## src/rtl/microwave_timer_entry.sv

```systemverilog
// microwave_timer_entry: keypad-loaded MM:SS countdown timer.
// Digits are shifted in from the right while idle, then decremented once per
// tick with BCD borrow; the value saturates at 00:00 and pulses done there.
// Ports:
//   clock                 system clock, rising edge
//   clear                 synchronous active-low reset
//   digit_valid, digit    keypad strobe and BCD digit (0-9 legal)
//   start, stop           begin/resume, pause/cancel levels
//   tick                  1 Hz enable pulse
//   min_tens..sec_units   registered BCD digits
//   running               high while counting
//   done                  one-cycle pulse when 00:00 is reached
//   zero                  high when all digits are 0
module microwave_timer_entry (
  input  logic       clock,
  input  logic       clear,
  input  logic       digit_valid,
  input  logic [3:0] digit,
  input  logic       start,
  input  logic       stop,
  input  logic       tick,
  output logic [3:0] min_tens,
  output logic [3:0] min_units,
  output logic [3:0] sec_tens,
  output logic [3:0] sec_units,
  output logic       running,
  output logic       done,
  output logic       zero
);

  localparam int unsigned DW = 4;

  typedef enum logic [1:0] {
    ENTRY  = 2'd0,
    RUN    = 2'd1,
    PAUSED = 2'd2
  } state_t;

  state_t        state_q, state_d;
  logic [DW-1:0] mt_d, mu_d, st_d, su_d;
  logic [DW-1:0] dec_mt_c, dec_mu_c, dec_st_c, dec_su_c;
  logic          done_d;
  logic          cur_zero_c;
  logic          nxt_zero_c;
  logic          dec_zero_c;
  logic          digit_ok_c;

  assign cur_zero_c = (min_tens == '0) && (min_units == '0) &&
                      (sec_tens == '0) && (sec_units == '0);
  assign dec_zero_c = (dec_mt_c == '0) && (dec_mu_c == '0) &&
                      (dec_st_c == '0) && (dec_su_c == '0);
  assign nxt_zero_c = (mt_d == '0) && (mu_d == '0) &&
                      (st_d == '0) && (su_d == '0);
  assign digit_ok_c = (digit <= DW'(9));

  // One-second decrement with BCD borrow; seconds tens borrows back to 5.
  always_comb begin
    dec_mt_c = min_tens;
    dec_mu_c = min_units;
    dec_st_c = sec_tens;
    dec_su_c = sec_units;
    if (sec_units != '0) begin
      dec_su_c = sec_units - DW'(1);
    end else begin
      dec_su_c = DW'(9);
      if (sec_tens != '0) begin
        dec_st_c = sec_tens - DW'(1);
      end else begin
        dec_st_c = DW'(5);
        if (min_units != '0) begin
          dec_mu_c = min_units - DW'(1);
        end else begin
          dec_mu_c = DW'(9);
          dec_mt_c = min_tens - DW'(1);
        end
      end
    end
  end

  // Next-state and next-value logic.
  always_comb begin
    state_d = state_q;
    mt_d    = min_tens;
    mu_d    = min_units;
    st_d    = sec_tens;
    su_d    = sec_units;
    done_d  = 1'b0;
    case (state_q)
      ENTRY: begin
        if (stop) begin
          mt_d = '0;
          mu_d = '0;
          st_d = '0;
          su_d = '0;
        end else if (start) begin
          // start always swallows a coincident digit, even when refused at 00:00
          if (!cur_zero_c) state_d = RUN;
        end else if (digit_valid && digit_ok_c) begin
          mt_d = min_units;
          mu_d = sec_tens;
          st_d = sec_units;
          su_d = digit;
        end
      end
      RUN: begin
        if (stop) begin
          state_d = PAUSED;
        end else if (tick && !cur_zero_c) begin
          mt_d = dec_mt_c;
          mu_d = dec_mu_c;
          st_d = dec_st_c;
          su_d = dec_su_c;
          if (dec_zero_c) begin
            state_d = ENTRY;
            done_d  = 1'b1;
          end
        end
      end
      PAUSED: begin
        if (stop) begin
          state_d = ENTRY;
          mt_d    = '0;
          mu_d    = '0;
          st_d    = '0;
          su_d    = '0;
        end else if (start) begin
          state_d = RUN;
        end
      end
      default: begin
        state_d = ENTRY;
      end
    endcase
  end

  // State and output registers; running and zero are registered decodes.
  always_ff @(posedge clock) begin
    if (!clear) begin
      state_q   <= ENTRY;
      min_tens  <= '0;
      min_units <= '0;
      sec_tens  <= '0;
      sec_units <= '0;
      running   <= 1'b0;
      done      <= 1'b0;
      zero      <= 1'b1;
    end else begin
      state_q   <= state_d;
      min_tens  <= mt_d;
      min_units <= mu_d;
      sec_tens  <= st_d;
      sec_units <= su_d;
      running   <= (state_d == RUN);
      done      <= done_d;
      zero      <= nxt_zero_c;
    end
  end

endmodule

```

## config.mk

```make
export PLATFORM = sky130hd
export DESIGN_NAME = microwave_timer_entry
export DESIGN_NICKNAME = d
export VERILOG_FILES = /design/src/rtl/microwave_timer_entry.sv
export SDC_FILE = /design/constraint.sdc
export NUM_CORES = 1
export LEC_CHECK = 0
export CAP_MARGIN = 20
export CORE_MARGIN = 2
export CORE_UTILIZATION = 51
export DETAILED_ROUTE_END_ITERATION = 12
export MAX_ROUTING_LAYER = met4
export PLACE_DENSITY = 0.84
export SYNTH_ARGS = -nofsm -noshare
export SYNTH_HDL_FRONTEND = slang
export SYNTH_SLANG_ARGS = --single-unit
```

## constraint.sdc

```tcl
create_clock -name clock -period 2.9 [get_ports clock]
set_input_delay 0.58 -clock clock [delete_from_list [all_inputs] [get_ports clock]]
set_output_delay 0.58 -clock clock [all_outputs]
set_load 0.01 [all_outputs]
```

==> impl_metrics.ini <==
[status]
status = finished clean

[logic_synthesis]
synthArstFlopShare_pct = 0
ys.flop_type = dfxtp_1
syn_inst = 181
synthTopCellsByArea = dfxtp_1 (29%), nand2_1 (4.6%), and2_1 (3.9%)
synth_edf_count = 0
ys_ff_latch = 21
synth_top_area_share_pct = 28.79
synth_fp_nets = 195
ys.warnings.count = 0
netlist_area_sq_um = 1460
ys_seq_area_share_pct = 28.79
synth_largest_area_cell = dfxtp_1
synth.distinct_cells = 53
syn_area_per_cell_sq_um = 8.067

[floorplanning]
die_y_um = 57.51
die_w_um = 57.51
die-area_sq_um = 3307
num_rows = 19
start_util_pct = 53.41
io_pins = 29
core_sq_um = 2734

[power]
powerDensity_nw_per_um2 = 280.4
clock_power_share_pct = 26.7
p_total_w = 0.0005448
swShare_pct = 26.80
internal-power_w = 0.0003988
power_leakage_nw = 0.7855
p_comb_share_pct = 19.3
switching_power_w = 0.0001460
seqPwrFrac_pct = 54.0
ir_worst_vdd_v = 0.0002756

[route]
wl_met2_mm = 2.147
vias = 1672
drc = 0
route.layer.met1.wl_mm = 2.028
drt_iter0_markers = 171
drtPass1Iterations = 5
routed-wl-met3_um = 358
top_layer = met4
drt-total-wl_mm = 4.695
wl_per_cell_um = 18.20
vias_per_cell = 6.481
ant_nets = 0

[final_layout]
layout_common_cells = clkdlybuf4s50_1 (28), buf_4 (22), dfxtp_1 (21)
drive_gt1_share_pct = 15.86
instances_no_fill = 258
antennaDiodeCount = 0
final_common_cell = clkdlybuf4s50_1
fin_area_sq_um = 1943
syn_to_final_growth_pct = 33.08
layout.nets = 242

[grt]
antenna_found_initial = 0
grt_overflow = 0
grt_max_degree = 18
track_usage_pct = 31.21
grt_pass1_wl_mm = 7.734
first_global_vias = 1644

[setup_path]
cp.required_ns = 3.17
reg2reg_depth = 9
critPathArrivalTime_ns = 3.04
r2r_setup_slack_ns = 0.13
reg2reg_to = zero$_SDFF_PN1_
cp-end-kind = flop
path_class = flop to flop
path_max_fanout = 8
start_kind = flop
timing.rr.start = sec_units[1]$_SDFF_PN0_

[timing]
slew_headroom_pct = 64.25
finalCriticalPeriod_ns = 2.770
fin_skew_ns = 0.01325
final_hold_viol_count = 0
setup_viol = 0
finalSetupTns_ns = 0
worst_slew_pin_slew_ns = 0.5346
grt_setup_unrepaired = no
slew_viol_final = 0
fmax_ghz = 0.3610
finalCritPeriodShare_pct = 95.52

[clock_network]
htreeDepth = 1
cts_tree = yes
postCtsSetupRepairBufs = 0
clock-sinks = 21
clkSlewWorstSetupHoldPaths_ns = 0.13
clk_path_buf_depth = 2
clk_latency_ns = 0.31
cts-buffers-inserted = 3
cts-root-buf = clkbuf_4

[worst_hold_path]
worstHoldStart = sec_tens[1]$_SDFF_PN0_
whs_endpoint = min_units[1]$_SDFF_PN0_
hold_class = flop to flop
hold_depth = 2

[placement]
hpwlAfterDp_mm = 3.577
portBuffers = 28
place.gp.congestion = 0.9133
dp_cells = 254
placed_cell_area_sq_um = 1903

[run]
drv_cap = 0
## final cells by class
type                    instances  area [sq um]
well taps                      31         38.79
clock buffers                   4         26.28
repair buffers                 50         445.4
flip-flops and latches         21         420.4
multi-input cells             143         978.4
fillers                       226         790.8
inverters                       9         33.78
## per-layer routing
metal,global-route usage (%),vias up
met1,39.55,769
li1,-,783
met4,13.95,0
met2,49.84,101
met3,3.401,19
met5,-,-
## power by group through the flow
stage | Sequential, W | Clock, W | Combinational, W
6_report | 0.000294 | 0.000145 | 0.000105
3_5_place_dp | 0.000301 | 0 | 0.000101
5_1_grt | 0.000295 | 0.000155 | 0.000112
3_3_place_gp | 0.000301 | 0 | 0.0000992
2_1_floorplan | 0.000301 | 0 | 0.0000479
4_1_cts | 0.000294 | 0.000149 | 0.000101
## flip-flops by register name, indices dropped and copies added (netlist names)
name,cells
min_tens,4
min_units,4
sec_tens,4
sec_units,4
state_q,2
done,1
running,1
zero,1
## synthesized netlist by cell type (3+ instances only)
master    number
nand3_1        6
dfxtp_1       21
and2_1         9
clkbuf_1       4
nor4_1         5
nor3b_1        3
nor2_1        10
a221oi_1       3
ha_1           4
o21ai_0        6
a221o_1        3
nor3_1         3
nor2b_1        9
nand4_1        4
buf_2          3
nand2_1       18
a31oi_1        3
nand4b_1       3
inv_1          9
a21oi_1        6
o211ai_1       4
mux2i_1        3
## worst max-delay path, stage by stage, from the launching register on
cell and delay, ns:
dfxtp_1 0.33, inv_1 0.07, ha_1 0.27, or3b_4 0.46
or3_4 0.39, o211a_1 0.22, a221oi_1 0.28, nand3_1 0.18
nor4b_1 0.34, a41o_1 0.21
## kinds of logic after synthesis
| family | synth area share, % |
|---|---|
| AOI/OAI and AO/OA | 23.65 |
| buffers and inverters | 5.141 |
| xor gates and xnor gates | 0.5999 |
| and+or+nand+nor | 36.33 |
| DFF | 28.79 |
| adders and majority gates | 3.428 |
| muxes | 2.057 |
## worst max path at each step
stage                             from         endpoint  cells past startpoint
2_1_floorplan  sec_units[0]$_SDFF_PN0_  zero$_SDFF_PN1_                     10
3_3_place_gp               digit_valid  zero$_SDFF_PN1_                      9
3_5_place_dp                     start  zero$_SDFF_PN1_                      9
4_1_cts        sec_units[1]$_SDFF_PN0_  zero$_SDFF_PN1_                      9
5_1_grt        sec_units[1]$_SDFF_PN0_  zero$_SDFF_PN1_                      9
6_report       sec_units[1]$_SDFF_PN0_  zero$_SDFF_PN1_                      9
## what timing repair did
| action | in CTS | in global routing |
|---|---|---|
| resized for setup | 0 | 3 |
| setup endpoints to repair | 0 | 1 |
| hold buffers | 0 | 0 |
## metrics by stage
stage | worst slack, ns | utilization, % | hold WS [ns]
after floorplan | 0.3288 | - | 0.5742
after global placement | 0.04000 | 69.61 | 0.5900
after detailed placement | -0.09922 | 69.61 | 0.6010
after CTS | 0.09152 | 70.57 | 0.6202
after global routing | 0.008058 | 71.08 | 0.6726
final | 0.1300 | 71.08 | 0.6133
No activity file was read; power rests on OpenSTA's default activity.
